File: config.mk
export PLATFORM = sky130hd
export DESIGN_NAME = seven_seg_to_bcd
export DESIGN_NICKNAME = d
export VERILOG_FILES = /design/src/rtl/seven_seg_to_bcd.sv
export SDC_FILE = /design/constraint.sdc
export NUM_CORES = 1
export LEC_CHECK = 0
export BUFFER_PORTS_ARGS = -buffer_cell sky130_fd_sc_hd__buf_2
export CORE_AREA = 5 5 82 84
export CTS_CLUSTER_SIZE = 8
export DETAILED_ROUTE_END_ITERATION = 16
export DIE_AREA = 0 0 87 89
export GPL_TIMING_DRIVEN = 0
export SLEW_MARGIN = 30
export SYNTH_ARGS = -nofsm -noshare
export SYNTH_HDL_FRONTEND = slang
export SYNTH_SLANG_ARGS = --single-unit
File: constraint.sdc
create_clock -name clk -period 3.2 [get_ports clk]
set_clock_uncertainty 0.1 [all_clocks]
set_input_delay 0.8 -clock clk [delete_from_list [all_inputs] [get_ports clk]]
set_output_delay 0.8 -clock clk [all_outputs]
set_load 0.02 [all_outputs]
File: src/rtl/seven_seg_to_bcd.sv
// seven_seg_to_bcd: debounces a 7-bit active-high segment bus and decodes it back to a BCD digit.
// Latency: a pattern captured at edge E0 is accepted (outputs visible) after edge E0+STABLE_CYCLES-1.
// No backpressure: the input is sampled every cycle; define SEG_HEX_DECODE_EN to also accept hex glyphs A..F.
module seven_seg_to_bcd #(
  parameter int STABLE_CYCLES = 4,
  parameter int ERR_W         = 8
) (
  input  logic             clk,
  input  logic             reset,
  input  logic [6:0]       seven_seg_in,
  output logic [3:0]       bcd,
  output logic             bcd_valid,
  output logic             bcd_update,
  output logic             blank,
  output logic             pattern_error,
  output logic [ERR_W-1:0] error_count
);

  typedef enum logic {
    SEEK   = 1'b0,
    LOCKED = 1'b1
  } state_t;

  // Stability counter runs 0..STABLE_CYCLES; 8 bits covers the full legal range.
  localparam logic [7:0] STABLE_MAX = 8'(STABLE_CYCLES);

  // Registered state.
  state_t           state_q, state_d;
  logic [6:0]       seg_q, seg_d;
  logic [7:0]       stab_cnt_q, stab_cnt_d;
  logic [3:0]       bcd_q, bcd_d;
  logic             bcd_valid_q, bcd_valid_d;
  logic             bcd_update_q, bcd_update_d;
  logic             blank_q, blank_d;
  logic             pattern_error_q, pattern_error_d;
  logic [ERR_W-1:0] error_count_q, error_count_d;

  // Combinational helpers.
  logic             changed;
  logic             accept;
  logic             dec_legal;
  logic [3:0]       dec_digit;

  // Map the incoming segment pattern to a digit; anything not in the table is illegal.
  always_comb begin
    dec_legal = 1'b1;
    dec_digit = 4'd0;
    case (seven_seg_in)
      7'h3F: dec_digit = 4'd0;
      7'h06: dec_digit = 4'd1;
      7'h5B: dec_digit = 4'd2;
      7'h4F: dec_digit = 4'd3;
      7'h66: dec_digit = 4'd4;
      7'h6D: dec_digit = 4'd5;
      7'h7D: dec_digit = 4'd6;
      7'h07: dec_digit = 4'd7;
      7'h7F: dec_digit = 4'd8;
      7'h67: dec_digit = 4'd9;
`ifdef SEG_HEX_DECODE_EN
      7'h77: dec_digit = 4'd10;
      7'h7C: dec_digit = 4'd11;
      7'h39: dec_digit = 4'd12;
      7'h5E: dec_digit = 4'd13;
      7'h79: dec_digit = 4'd14;
      7'h71: dec_digit = 4'd15;
`endif
      default: dec_legal = 1'b0;
    endcase
  end

  // Next-state logic: sample, stability count, SEEK/LOCKED control and acceptance.
  always_comb begin
    seg_d           = seven_seg_in;
    changed         = (seven_seg_in != seg_q);
    state_d         = state_q;
    bcd_d           = bcd_q;
    bcd_valid_d     = bcd_valid_q;
    blank_d         = blank_q;
    bcd_update_d    = 1'b0;
    pattern_error_d = 1'b0;
    error_count_d   = error_count_q;

    if (changed) begin
      stab_cnt_d = 8'd1;
    end else if (stab_cnt_q >= STABLE_MAX) begin
      stab_cnt_d = STABLE_MAX;
    end else begin
      stab_cnt_d = stab_cnt_q + 8'd1;
    end

    // A change while locked ends the run. With STABLE_CYCLES=1 the new pattern is
    // already stable on its capture edge, so it is accepted right here as well.
    accept = (stab_cnt_d == STABLE_MAX) && ((state_q == SEEK) || changed);

    if ((state_q == LOCKED) && changed) begin
      state_d     = SEEK;
      bcd_valid_d = 1'b0;
      blank_d     = 1'b0;
    end

    if (accept) begin
      state_d = LOCKED;
      if (seven_seg_in == 7'h00) begin
        blank_d     = 1'b1;
        bcd_valid_d = 1'b0;
      end else if (dec_legal) begin
        bcd_d        = dec_digit;
        bcd_valid_d  = 1'b1;
        blank_d      = 1'b0;
        bcd_update_d = 1'b1;
      end else begin
        bcd_valid_d     = 1'b0;
        blank_d         = 1'b0;
        pattern_error_d = 1'b1;
        if (error_count_q != {ERR_W{1'b1}}) begin
          error_count_d = error_count_q + 1'b1;
        end
      end
    end
  end

  // State and output registers; reset dominates and discards any partial debounce.
  always_ff @(posedge clk) begin
    if (reset) begin
      state_q         <= SEEK;
      seg_q           <= 7'h00;
      stab_cnt_q      <= 8'd0;
      bcd_q           <= 4'd0;
      bcd_valid_q     <= 1'b0;
      bcd_update_q    <= 1'b0;
      blank_q         <= 1'b0;
      pattern_error_q <= 1'b0;
      error_count_q   <= '0;
    end else begin
      state_q         <= state_d;
      seg_q           <= seg_d;
      stab_cnt_q      <= stab_cnt_d;
      bcd_q           <= bcd_d;
      bcd_valid_q     <= bcd_valid_d;
      bcd_update_q    <= bcd_update_d;
      blank_q         <= blank_d;
      pattern_error_q <= pattern_error_d;
      error_count_q   <= error_count_d;
    end
  end

  assign bcd           = bcd_q;
  assign bcd_valid     = bcd_valid_q;
  assign bcd_update    = bcd_update_q;
  assign blank         = blank_q;
  assign pattern_error = pattern_error_q;
  assign error_count   = error_count_q;

endmodule

==> results of run 1 <==
[power groups by stage]
stage / combinational, mW / sequential (mW) / clock (mW)
finish: 0.0878 / 0.414 / 0.324
global route: 0.0962 / 0.415 / 0.353
CTS: 0.0887 / 0.414 / 0.336
detailed placement: 0.0882 / 0.423 / 0
global placement: 0.0875 / 0.423 / 0
floorplan: 0.0727 / 0.423 / 0
[sequential cells by signal, indices dropped and copies added (netlist names)]
register and count:
error_count 8, stab_cnt_q 8, seg_q 7, bcd 4
bcd_update 1, bcd_valid 1, blank 1, pattern_error 1
state_q 1
[placed cells by master, fill, tap and decap left out, types with 4 or more instances in the layout]
cell                       count
sky130_fd_sc_hd__conb_1        5
sky130_fd_sc_hd__nand4_1       4
sky130_fd_sc_hd__dfxtp_1      32
sky130_fd_sc_hd__xnor2_4       4
sky130_fd_sc_hd__a21oi_1      16
sky130_fd_sc_hd__nor2b_1       8
sky130_fd_sc_hd__nand3_1       7
sky130_fd_sc_hd__inv_1         5
sky130_fd_sc_hd__or3_1         5
sky130_fd_sc_hd__nand2_1      10
sky130_fd_sc_hd__clkbuf_1      4
sky130_fd_sc_hd__clkbuf_8      6
sky130_fd_sc_hd__buf_2        19
sky130_fd_sc_hd__nor2_1       14
sky130_fd_sc_hd__o21ai_0       7
sky130_fd_sc_hd__buf_6         7
sky130_fd_sc_hd__nor3_1        6
[final timing paths]
kind | endpoint | slack [ps] | depth (start not counted)
worst min register to register | bcd[2] | 370 | 2
worst max-delay path | error_count[5] | 620 | 8
worst max register to register | error_count[5] | 620 | 8
worst min-delay path | bcd[2] | 370 | 2
[layer usage]
layer | part of all wire [%] | up-vias
met5 | 0 | -
met2 | 49 | 21
met4 | 1.8 | 0
met1 | 45 | 623
met3 | 4.5 | 5
li1 | - | 676
[final cells by class]
class | count | area [sq um]
timing repair buffer | 19 | 95.09
sequential | 32 | 640.6
buffer | 10 | 90.09
clock buffer | 7 | 86.33
fill | 585 | 3849
inverter | 5 | 18.77
tap | 75 | 93.84
clock inverter | 1 | 7.507
multi-input combinational | 133 | 969.7
[worst max-delay path, delay by kind of cell, from the launching register on]
kind | cells | cell delay [ps]
buffers and inverters | 1 | 70
AO/OA/AOI/OAI | 1 | 150
adder cells (fa/ha/maj) | 1 | 290
flip-flops | 1 | 360
AND/OR/NAND/NOR | 5 | 1540
[kinds of logic after synthesis]
kind of cell | count (synthesis) | synth area share [%]
AND/OR/NAND/NOR | 81 | 30.91
flip-flops | 32 | 37.59
AO/OA/AOI/OAI | 31 | 10.13
buffers and inverters | 15 | 6.388
XOR/XNOR | 12 | 11.90
adder cells (fa/ha/maj) | 3 | 2.203
other | 1 | 0.2201
multiplexers | 1 | 0.6607
==> out/summary.json, run 1 <==
{
  "worst_hold_slack_ps": 368.5,
  "antenna_cells": 0,
  "routed_via_density": 4.699,
  "path_max_fanout": 10,
  "post-synth-top-area-cell": "sky130_fd_sc_hd__dfxtp_1",
  "first_global_vias": 1270,
  "slowest_delay_ps": 440,
  "holdBufCountCts": 0,
  "launching_element_type_of_the_critical_path": "flop",
  "met3_usage_pct": 2.857,
  "switchingPower_mw": 0.2013,
  "totalNegativeSetupSlack_ps": 0,
  "fmax_mhz": 387.2,
  "power_density_nw_per_um2": 412.6,
  "dp_hpwl_mm": 2.484,
  "design.die.area_sq_um": 7743,
  "dr.first_iter.drc_count": 49,
  "numClockSinks": 32,
  "fp.coreArea_sq_um": 5851,
  "finalMaxSlewViolations": 0,
  "crit_path_end_kind": "flop",
  "num_rows": 28,
  "die_width_um": 87,
  "place_congestion": 0.7791,
  "grt_setup_unrepaired": "false",
  "detailedPlace.worstSlack_ps": 343.5,
  "layout.cells.non_filler": 282,
  "cells_along_the_critical_path": "inv_1 -> ha_1 -> nand3b_1 -> and4_1 -> nor4b_4 -> nand4_4 -> or4_1 -> a21oi_1",
  "setup_viol": 0,
  "async_flop_share_pct": 0,
  "total_leakage_power_nw": 0.7419,
  "postLayoutCoreUtil_pct": 34.22,
  "maximum_clock_path_buffer_count": 2,
  "worstHoldStart": "bcd[2]",
  "tritoncts": "yes",
  "area_growth_pct": 17.47,
  "floorplan.initialDensity_pct": 29.13,
  "globalRouteTotalUtil_pct": 9.483,
  "netlist_area_sq_um": 1704,
  "finish.instance_area_sq_um": 2002,
  "power.combinational.fraction_pct": 10.6,
  "post_cts_setup_buffer_count": 0,
  "grt_max_degree": 11,
  "min-delay-path-class": "reg -> reg",
  "share_seq_of_total_power_pct": 50.1,
  "vdd.ir_drop.worst_mv": 0.1191,
  "layout-drive-gt1-share_pct": 23.19,
  "crit_path_required_time_ps": 3310,
  "postSynthAreaPerCell_sq_um": 9.683,
  "clk_pin_slew_worst_paths_ps": 70,
  "design_power_total_mw": 0.8259,
  "worst-setup-path-type": "reg -> reg",
  "groute.layer.met1.usage_pct": 11.37,
  "cts_made_buffers": 5,
  "synthCells": 176,
  "grt_antenna_before_repair": 0,
  "grt.met2_usage_pct": 15.73,
  "firstDrtPassIters": 4,
  "grt_pass1_wl_mm": 5.802,
  "clkLatencyLatePin_ps": 280,
  "htree_levels": 2,
  "placedCellCount": 274,
  "ys_types": 42,
  "die-height_um": 89,
  "grt_overflow": 0,
  "drt-wirelength-per-cell_um": 12.02,
  "vias": 1325,
  "dpl_cell_area_sq_um": 1908,
  "synth_most_common_cell": "sky130_fd_sc_hd__dfxtp_1",
  "min_period_over_period_pct": 80.70,
  "ys_dominant_reg_cell": "sky130_fd_sc_hd__dfxtp_1",
  "ys_top_cells_by_area": "sky130_fd_sc_hd__dfxtp_1 38%, sky130_fd_sc_hd__xnor2_4 6.5%, sky130_fd_sc_hd__a21oi_1 4.7%",
  "crit_path_start": "stab_cnt_q[0]",
  "library_cell_contributing_the_largest_single_delay_on_the_critical_path": "sky130_fd_sc_hd__or4_1",
  "leading_cell_types_by_count_after_synthesis": "32 x sky130_fd_sc_hd__dfxtp_1, 16 x sky130_fd_sc_hd__a21oi_1, 14 x sky130_fd_sc_hd__nor2_1, 10 x sky130_fd_sc_hd__nand2_1, 8 x sky130_fd_sc_hd__nor2b_1",
  "postLayoutSetupSlackWorst_ps": 617.5,
  "antenna_left": 0,
  "yosysSeqAreaShare_pct": 37.59,
  "power_switching_share_pct": 24.37,
  "drcViolationCount": 0,
  "outcome": "complete, no violations",
  "internal_power_mw": 0.6247,
  "critical_path_arrival_ps": 2700,
  "timing.final.crit_period_ps": 2583,
  "maxCapViolCount": 0,
  "grt.busiest_layer": "met2",
  "number_of_instances_resized_during_post_cts_repair": 0,
  "port-buffer-count": 19,
  "yosys_warnings": 0,
  "share_clk_of_total_power_pct": 39.2,
  "detail_route.wirelength_mm": 3.390,
  "postSynthRegisterBits": 32,
  "clockRootBuffer": "sky130_fd_sc_hd__clkbuf_8",
  "timing_hold_violations_final": 0,
  "share_of_the_synthesized_area_in_the_top_cell_type_pct": 37.59,
  "synth_enable_flop_cells": 0,
  "layout.nets": 218,
  "num_io_pins": 25,
  "regToRegStartpoint": "stab_cnt_q[0]"
}
Note: power is estimated with default switching activity, not from simulation.
==> run 2: changes to the inputs <==
Settings changed: ABC_AREA set to 1, CORE_AREA 5 5 82 84 to 5 5 79 81, DIE_AREA 0 0 87 89 to 0 0 84 86.
Clock period 3.2 ns to 2.46 ns, I/O delays scaled along.
==> out/summary.json, run 2 <==
{
  "layout-drive-gt1-share": {"value": 20.00, "unit": "%", "change": "-3.2 points"},
  "yosysSeqAreaShare": {"value": 41.12, "unit": "%", "change": "+3.5 points"},
  "share_of_the_synthesized_area_in_the_top_cell_type": {"value": 41.12, "unit": "%", "change": "+3.5 points"},
  "layout.nets": {"value": 266, "change": "+22%"},
  "postSynthAreaPerCell": {"value": 7.081, "unit": "sq um", "change": "-27%"},
  "mostFrequentLayoutCell": "sky130_fd_sc_hd__nand2_1",
  "outcome": "complete, no violations",
  "place_congestion": {"value": 0.7749, "change": "-0.54%"},
  "grt_antenna_before_repair": {"value": 0, "change": "unchanged"},
  "multiInputGateArea": {"value": 814.5, "unit": "sq um", "change": "-16%"},
  "post-synth-top-area-cell": "sky130_fd_sc_hd__dfxtp_1",
  "drt-wirelength-per-cell": {"value": 9.538, "unit": "um", "change": "-21%"},
  "crit_path_end_kind": "flop",
  "async_flop_share": {"value": 0, "unit": "%", "change": "unchanged"},
  "dp_hpwl": {"value": 2.484, "unit": "mm", "change": "about the same"},
  "grt_pass1_wl": {"value": 5.885, "unit": "mm", "change": "+1.4%"},
  "synth_enable_flop_cells": {"value": 0, "change": "unchanged"},
  "floorplan.initialDensity": {"value": 28.82, "unit": "%", "change": "-0.31 points"},
  "vias": {"value": 1414, "change": "+6.7%"},
  "totalNegativeSetupSlack": {"value": 0, "unit": "ps", "change": "unchanged"},
  "fmax": {"value": 512.5, "unit": "MHz", "change": "+32%"},
  "yosys_warnings": {"value": 0, "change": "unchanged"},
  "synth_most_common_cell": "sky130_fd_sc_hd__nand2_1",
  "clkLatencyLatePin": {"value": 280, "unit": "ps", "change": "about the same"},
  "synthCells": {"value": 220, "change": "+25%"},
  "routed_via_density": {"value": 4.324, "change": "-8.0%"},
  "firstDrtPassIters": {"value": 4, "change": "unchanged"},
  "most-common-layout-cells": "64 x sky130_fd_sc_hd__nand2_1, 38 x sky130_fd_sc_hd__nor2_1, 32 x sky130_fd_sc_hd__dfxtp_1",
  "antenna_left": {"value": 0, "change": "unchanged"},
  "path_max_fanout": {"value": 5, "change": "-5"},
  "design_power_total": {"value": 1.024, "unit": "mW", "change": "+24%"},
  "nFillCells": {"value": 621, "change": "+6.2%"},
  "vdd.ir_drop.worst": {"value": 0.1710, "unit": "mV", "change": "+44%"},
  "critical_path_arrival": {"value": 2010, "unit": "ps", "change": "-690 ps"},
  "die_width": {"value": 84, "unit": "um", "change": "-3.4%"},
  "grt_setup_unrepaired": "false",
  "worst-setup-path-type": "reg -> reg",
  "launching_element_type_of_the_critical_path": "flop",
  "holdBufCountCts": {"value": 0, "change": "unchanged"},
  "num_io_pins": {"value": 25, "change": "unchanged"},
  "tritoncts": "yes",
  "htree_levels": {"value": 2, "change": "unchanged"},
  "num_rows": {"value": 27, "change": "-3.6%"},
  "met3_usage": {"value": 2.786, "unit": "%", "change": "-0.071 points"},
  "post_cts_setup_buffer_count": {"value": 0, "change": "unchanged"},
  "clk_pin_slew_worst_paths": {"value": 70, "unit": "ps", "change": "about the same"},
  "design.die.area": {"value": 7224, "unit": "sq um", "change": "-6.7%"},
  "die-height": {"value": 86, "unit": "um", "change": "-3.4%"},
  "grt_overflow": {"value": 0, "change": "unchanged"},
  "ys_top_cells_by_area": "sky130_fd_sc_hd__dfxtp_1 41%, sky130_fd_sc_hd__nand2_1 15%, sky130_fd_sc_hd__nor2_1 9.2%",
  "total_leakage_power": {"value": 0.8560, "unit": "nW", "change": "+15%"},
  "number_of_instances_resized_during_post_cts_repair": {"value": 0, "change": "unchanged"},
  "grt_max_degree": {"value": 11, "change": "unchanged"},
  "grt.busiest_layer": "met2",
  "port-buffer-count": {"value": 23, "change": "+4"},
  "fp.coreArea": {"value": 5405, "unit": "sq um", "change": "-7.6%"},
  "ys_dominant_reg_cell": "sky130_fd_sc_hd__dfxtp_1",
  "maxCapViolCount": {"value": 0, "change": "unchanged"},
  "detail_route.wirelength": {"value": 3.119, "unit": "mm", "change": "-8.0%"},
  "maximum_clock_path_buffer_count": {"value": 2, "change": "unchanged"},
  "groute.layer.met1.usage": {"value": 12.77, "unit": "%", "change": "+1.4 points"},
  "clockRootBuffer": "sky130_fd_sc_hd__clkbuf_8",
  "timing.final.crit_period": {"value": 1951, "unit": "ps", "change": "-631.4 ps"},
  "min-delay-path-class": "reg -> reg",
  "drcViolationCount": {"value": 0, "change": "unchanged"},
  "finalMaxSlewViolations": {"value": 0, "change": "unchanged"},
  "timing_hold_violations_final": {"value": 0, "change": "unchanged"},
  "worst_hold_slack": {"value": 375.6, "unit": "ps", "change": "+7.142 ps"},
  "combined_flip_flop_and_latch_cell_area": {"value": 640.6, "unit": "sq um", "change": "unchanged"},
  "dr.first_iter.drc_count": {"value": 55, "change": "+12%"},
  "postSynthRegisterBits": {"value": 32, "change": "unchanged"},
  "globalRouteTotalUtil": {"value": 9.855, "unit": "%", "change": "+0.37 points"},
  "power_density": {"value": 547.2, "unit": "nW/um^2", "change": "+33%"},
  "ys_types": {"value": 27, "change": "-36%"},
  "first_global_vias": {"value": 1363, "change": "+7.3%"},
  "setup_viol": {"value": 0, "change": "unchanged"},
  "numClockSinks": {"value": 32, "change": "unchanged"},
  "leading_cell_types_by_count_after_synthesis": "64 x sky130_fd_sc_hd__nand2_1, 38 x sky130_fd_sc_hd__nor2_1, 32 x sky130_fd_sc_hd__dfxtp_1, 19 x sky130_fd_sc_hd__inv_1, 17 x sky130_fd_sc_hd__nand3_1",
  "grt.met2_usage": {"value": 15.04, "unit": "%", "change": "-0.70 points"},
  "cts_made_buffers": {"value": 5, "change": "unchanged"},
  "area_growth_pct": 20.16,
  "min_period_over_period": {"value": 79.32, "unit": "%", "change": "-1.4 points"},
  "netlist_area": {"value": 1558, "unit": "sq um", "change": "-8.6%"},
  "crit_path_required_time": {"value": 2510, "unit": "ps", "change": "-800 ps"},
  "antenna_cells": {"value": 0, "change": "unchanged"}
}
## run 2: cell count changes in the layout (fill, tap and decap cells not counted), sizes merged, moves of 5 or more
cell   previous run  this run
nand3             8        17
nor2             14        41
xnor2            10         2
nand2            10        65
or3               5         0
nor2b             8         0
inv               5        24
nor3              8         3
## run 2: cell type report
type                       instances  share of cell area (%)
multi-input combinational        165                   43.52
sequential                        32                   34.22
timing repair buffer              23                   6.150
inverter                          24                   4.813
tap                               72                   4.813
clock buffer                       7                   4.612
buffer                             3                   1.471
clock inverter                     1                  0.4011
## run 2: metal layers
metal | part of all wire [%] | routed length, um
met3 | 5.3 | 164
met2 | 43 | 1340
met1 | 50 | 1546
met4 | 2.2 | 68
met5 | 0 | 0
## run 2: cell families after synthesis
family                     synth area share, %
AOI/OAI and AO/OA                        9.799
DFF                                      41.12
other                                   0.2407
buffers and inverters                    7.551
and+or+nand+nor                          37.19
adders and majority gates                2.410
xor gates and xnor gates                 1.687
## run 2: where the power goes
part / leakage (nW) / switching, mW / internal [mW]
logic: 0.550 / 0.0493 / 0.0237
registers: 0.262 / 0.00448 / 0.530
clock network: 0.0445 / 0.189 / 0.227
## run 2: through the flow
stage               worst slack [ps]  util [%]  std cells  instance area (sq um)
global placement               211.5     32.89        319                   1778
detailed placement             210.4     32.89        319                   1778
CTS                            483.2     34.63        327                   1872
global route                   307.2     34.63        327                   1872
finish                         508.8     34.63        327                   1872
floorplan                      597.4         -        224                   1573
## run 2: worst paths after layout
check | start | endpoint | slack (ps) | cells past startpoint
worst max-delay path | stab_cnt_q[0] | error_count[7] | 510 | 8
worst min-delay path | bcd[2] | bcd[2] | 380 | 2
worst max register to register | stab_cnt_q[0] | error_count[7] | 510 | 8
worst min register to register | bcd[2] | bcd[2] | 380 | 2
## run 2: critical path: stages (launching register included)
cell and delay, ps:
sky130_fd_sc_hd__dfxtp_1 340, sky130_fd_sc_hd__inv_1 60, sky130_fd_sc_hd__ha_1 300, sky130_fd_sc_hd__o21ai_0 300, sky130_fd_sc_hd__nand4_4 210, sky130_fd_sc_hd__nor2_1 260, sky130_fd_sc_hd__nand2_1 130, sky130_fd_sc_hd__nand2_1 80
sky130_fd_sc_hd__a21oi_1 50
==> run 3: changes to the inputs <==
Clock period 2.46 ns to 1.9 ns, I/O delays scaled along.
==> out/summary.json, run 3 (synthesis results as in run 2) <==
{
  "critical_path_arrival": {"value": 1880, "unit": "ps", "change": "-130 ps"},
  "crit_path_end_kind": "flop",
  "drcViolationCount": {"value": 0, "change": "unchanged"},
  "vdd.ir_drop.worst": {"value": 0.2219, "unit": "mV", "change": "+30%"},
  "num_io_pins": {"value": 25, "change": "unchanged"},
  "clockRootBuffer": "sky130_fd_sc_hd__clkbuf_8",
  "die_width": {"value": 84, "unit": "um", "change": "unchanged"},
  "fp.coreArea": {"value": 5405, "unit": "sq um", "change": "unchanged"},
  "maximum_clock_path_buffer_count": {"value": 2, "change": "unchanged"},
  "share_clk_of_total_power": {"value": 40.5, "unit": "%", "change": "-0.2 points"},
  "dr.first_iter.drc_count": {"value": 55, "change": "unchanged"},
  "crit_path_required_time": {"value": 1980, "unit": "ps", "change": "-530 ps"},
  "layout.nets": {"value": 269, "change": "+1.1%"},
  "detail_route.wirelength": {"value": 3.196, "unit": "mm", "change": "+2.5%"},
  "design.die.area": {"value": 7224, "unit": "sq um", "change": "unchanged"},
  "cts_made_buffers": {"value": 5, "change": "unchanged"},
  "first_global_vias": {"value": 1363, "change": "unchanged"},
  "internal_power": {"value": 1.016, "unit": "mW", "change": "+30%"},
  "routed_via_density": {"value": 4.336, "change": "+0.28%"},
  "most-common-layout-cells": "63 x sky130_fd_sc_hd__nand2_1, 36 x sky130_fd_sc_hd__nor2_1, 28 x sky130_fd_sc_hd__dfxtp_1",
  "layout-drive-gt1-share": {"value": 25.19, "unit": "%", "change": "+5.2 points"},
  "floorplan.initialDensity": {"value": 28.82, "unit": "%", "change": "unchanged"},
  "grt_antenna_before_repair": {"value": 0, "change": "unchanged"},
  "place_congestion": {"value": 0.7749, "change": "unchanged"},
  "dp_hpwl": {"value": 2.484, "unit": "mm", "change": "unchanged"},
  "postLayoutSetupSlackWorst": {"value": 96.80, "unit": "ps", "change": "-412.0 ps"},
  "maxCapViolCount": {"value": 0, "change": "unchanged"},
  "switchingPower": {"value": 0.3175, "unit": "mW", "change": "+30%"},
  "grt_max_degree": {"value": 11, "change": "unchanged"},
  "tritoncts": "yes",
  "die-height": {"value": 86, "unit": "um", "change": "unchanged"},
  "antenna_left": {"value": 0, "change": "unchanged"},
  "drt-wirelength-per-cell": {"value": 9.685, "unit": "um", "change": "+1.5%"},
  "path_max_fanout": {"value": 6, "change": "+1"},
  "worst_hold_slack": {"value": 343.2, "unit": "ps", "change": "-32.47 ps"},
  "numClockSinks": {"value": 32, "change": "unchanged"},
  "port-buffer-count": {"value": 23, "change": "unchanged"},
  "outcome": "complete, no violations",
  "clk_pin_slew_worst_paths": {"value": 70, "unit": "ps", "change": "about the same"},
  "share_seq_of_total_power": {"value": 52.0, "unit": "%", "change": "-0.2 points"},
  "worst-setup-path-type": "reg -> reg",
  "min_period_over_period": {"value": 94.91, "unit": "%", "change": "+16 points"},
  "timing_hold_violations_final": {"value": 0, "change": "unchanged"},
  "min-delay-path-class": "in -> reg",
  "finish.instance_area": {"value": 1947, "unit": "sq um", "change": "+4.0%"},
  "finalMaxSlewViolations": {"value": 0, "change": "unchanged"},
  "clkLatencyLatePin": {"value": 280, "unit": "ps", "change": "about the same"},
  "power.combinational.fraction": {"value": 7.5, "unit": "%", "change": "+0.4 points"},
  "grt_setup_unrepaired": "true",
  "grt_pass1_wl": {"value": 5.885, "unit": "mm", "change": "unchanged"},
  "num_rows": {"value": 27, "change": "unchanged"},
  "total_leakage_power": {"value": 0.8812, "unit": "nW", "change": "+3.0%"},
  "globalRouteTotalUtil": {"value": 9.855, "unit": "%", "change": "unchanged"},
  "vias": {"value": 1431, "change": "+1.2%"},
  "power_density": {"value": 684.9, "unit": "nW/um^2", "change": "+25%"},
  "grt_overflow": {"value": 0, "change": "unchanged"},
  "mostFrequentLayoutCell": "sky130_fd_sc_hd__nand2_1",
  "dpl_cell_area": {"value": 1778, "unit": "sq um", "change": "unchanged"},
  "power_switching_share": {"value": 23.81, "unit": "%", "change": "+0.059 points"},
  "firstDrtPassIters": {"value": 4, "change": "unchanged"},
  "setup_viol": {"value": 0, "change": "unchanged"},
  "launching_element_type_of_the_critical_path": "flop",
  "htree_levels": {"value": 2, "change": "unchanged"},
  "nFillCells": {"value": 608, "change": "-2.1%"},
  "fmax": {"value": 554.6, "unit": "MHz", "change": "+8.2%"},
  "antenna_cells": {"value": 0, "change": "unchanged"},
  "area_growth_pct": 24.98,
  "detailedPlace.worstSlack": {"value": -209.6, "unit": "ps", "change": "-420.0 ps"},
  "timing.final.crit_period": {"value": 1803, "unit": "ps", "change": "-148.0 ps"}
}
-- run 3: cell types whose count changed in the layout (fill, tap and decap cells not counted), moves of 2 or more --
cell,previous run,this run
sky130_fd_sc_hd__dfxtp_1,32,28
sky130_fd_sc_hd__buf_4,0,3
sky130_fd_sc_hd__dfxtp_2,0,4
sky130_fd_sc_hd__buf_2,23,21
sky130_fd_sc_hd__nor2_2,1,3
sky130_fd_sc_hd__nor2_1,38,36
sky130_fd_sc_hd__o21ai_0,4,2
-- run 3: per-stage QoR --
step / power, mW / cells / setup TNS [ps] / utilization, %
6_report: 1.333 / 330 / 0 / 36.02
5_1_grt: 1.403 / 330 / -286.0 / 36.02
4_1_cts: 1.352 / 327 / 0 / 34.63
3_5_place_dp: 0.8034 / 319 / -2073 / 32.89
3_3_place_gp: 0.8019 / 319 / -1983 / 32.89
2_1_floorplan: 0.7724 / 224 / 0 / -
-- run 3: routing by layer --
metal / wire length, um / vias to the layer above / global-route usage [%]
met1: 1575 / 623 / 12.77
met3: 167 / 8 / 2.786
met4: 68 / 0 / 4.825
met5: 0 / - / 0
met2: 1385 / 33 / 15.04
li1: - / 767 / -
-- run 3: final cells by class --
class	instances	area (sq um)	area share, %
plain buffers	3	27.53	1.414
inverters	24	90.09	4.627
clock inverters	1	7.507	0.3856
repair buffers	26	163.9	8.419
well taps	72	90.09	4.627
multi-input cells	165	835.8	42.93
clock buffers	7	86.33	4.434
flip-flops and latches	32	645.6	33.16
-- run 3: path summary, 6_finish.rpt --
kind                        start  cells after the start  slack (ps)             end
setup / recovery    stab_cnt_q[0]                      9         100  error_count[5]
hold / removal    seven_seg_in[1]                      3         340        seg_q[1]
setup reg to reg    stab_cnt_q[0]                      9         100  error_count[5]
hold reg to reg            bcd[1]                      2         380          bcd[1]
-- run 3: power groups by stage --
stage                     Clock, mW  Combinational, mW  Sequential, mW
after floorplan                   0             0.0649           0.707
after global placement            0             0.0947           0.707
after detailed placement          0             0.0956           0.708
after CTS                     0.564             0.0959           0.692
after global routing          0.591              0.117           0.695
final                         0.540              0.100           0.694
-- run 3: worst max-delay path, stage by stage (launching register included) --
cell and delay [ps]:
sky130_fd_sc_hd__dfxtp_1 340, sky130_fd_sc_hd__inv_1 60, sky130_fd_sc_hd__ha_1 310, sky130_fd_sc_hd__o21ai_2 170
sky130_fd_sc_hd__nand4_4 200, sky130_fd_sc_hd__nor2_8 220, sky130_fd_sc_hd__buf_6 130, sky130_fd_sc_hd__nand3_1 70
sky130_fd_sc_hd__nand2_1 70, sky130_fd_sc_hd__nor2_1 40
-- run 3: what timing repair did --
action,CTS,global route
hold buffers,0,0
gates resized for setup,1,15
setup buffers,0,2
cloned,0,1
pin swaps,0,6
endpoints found under the setup margin,8,10
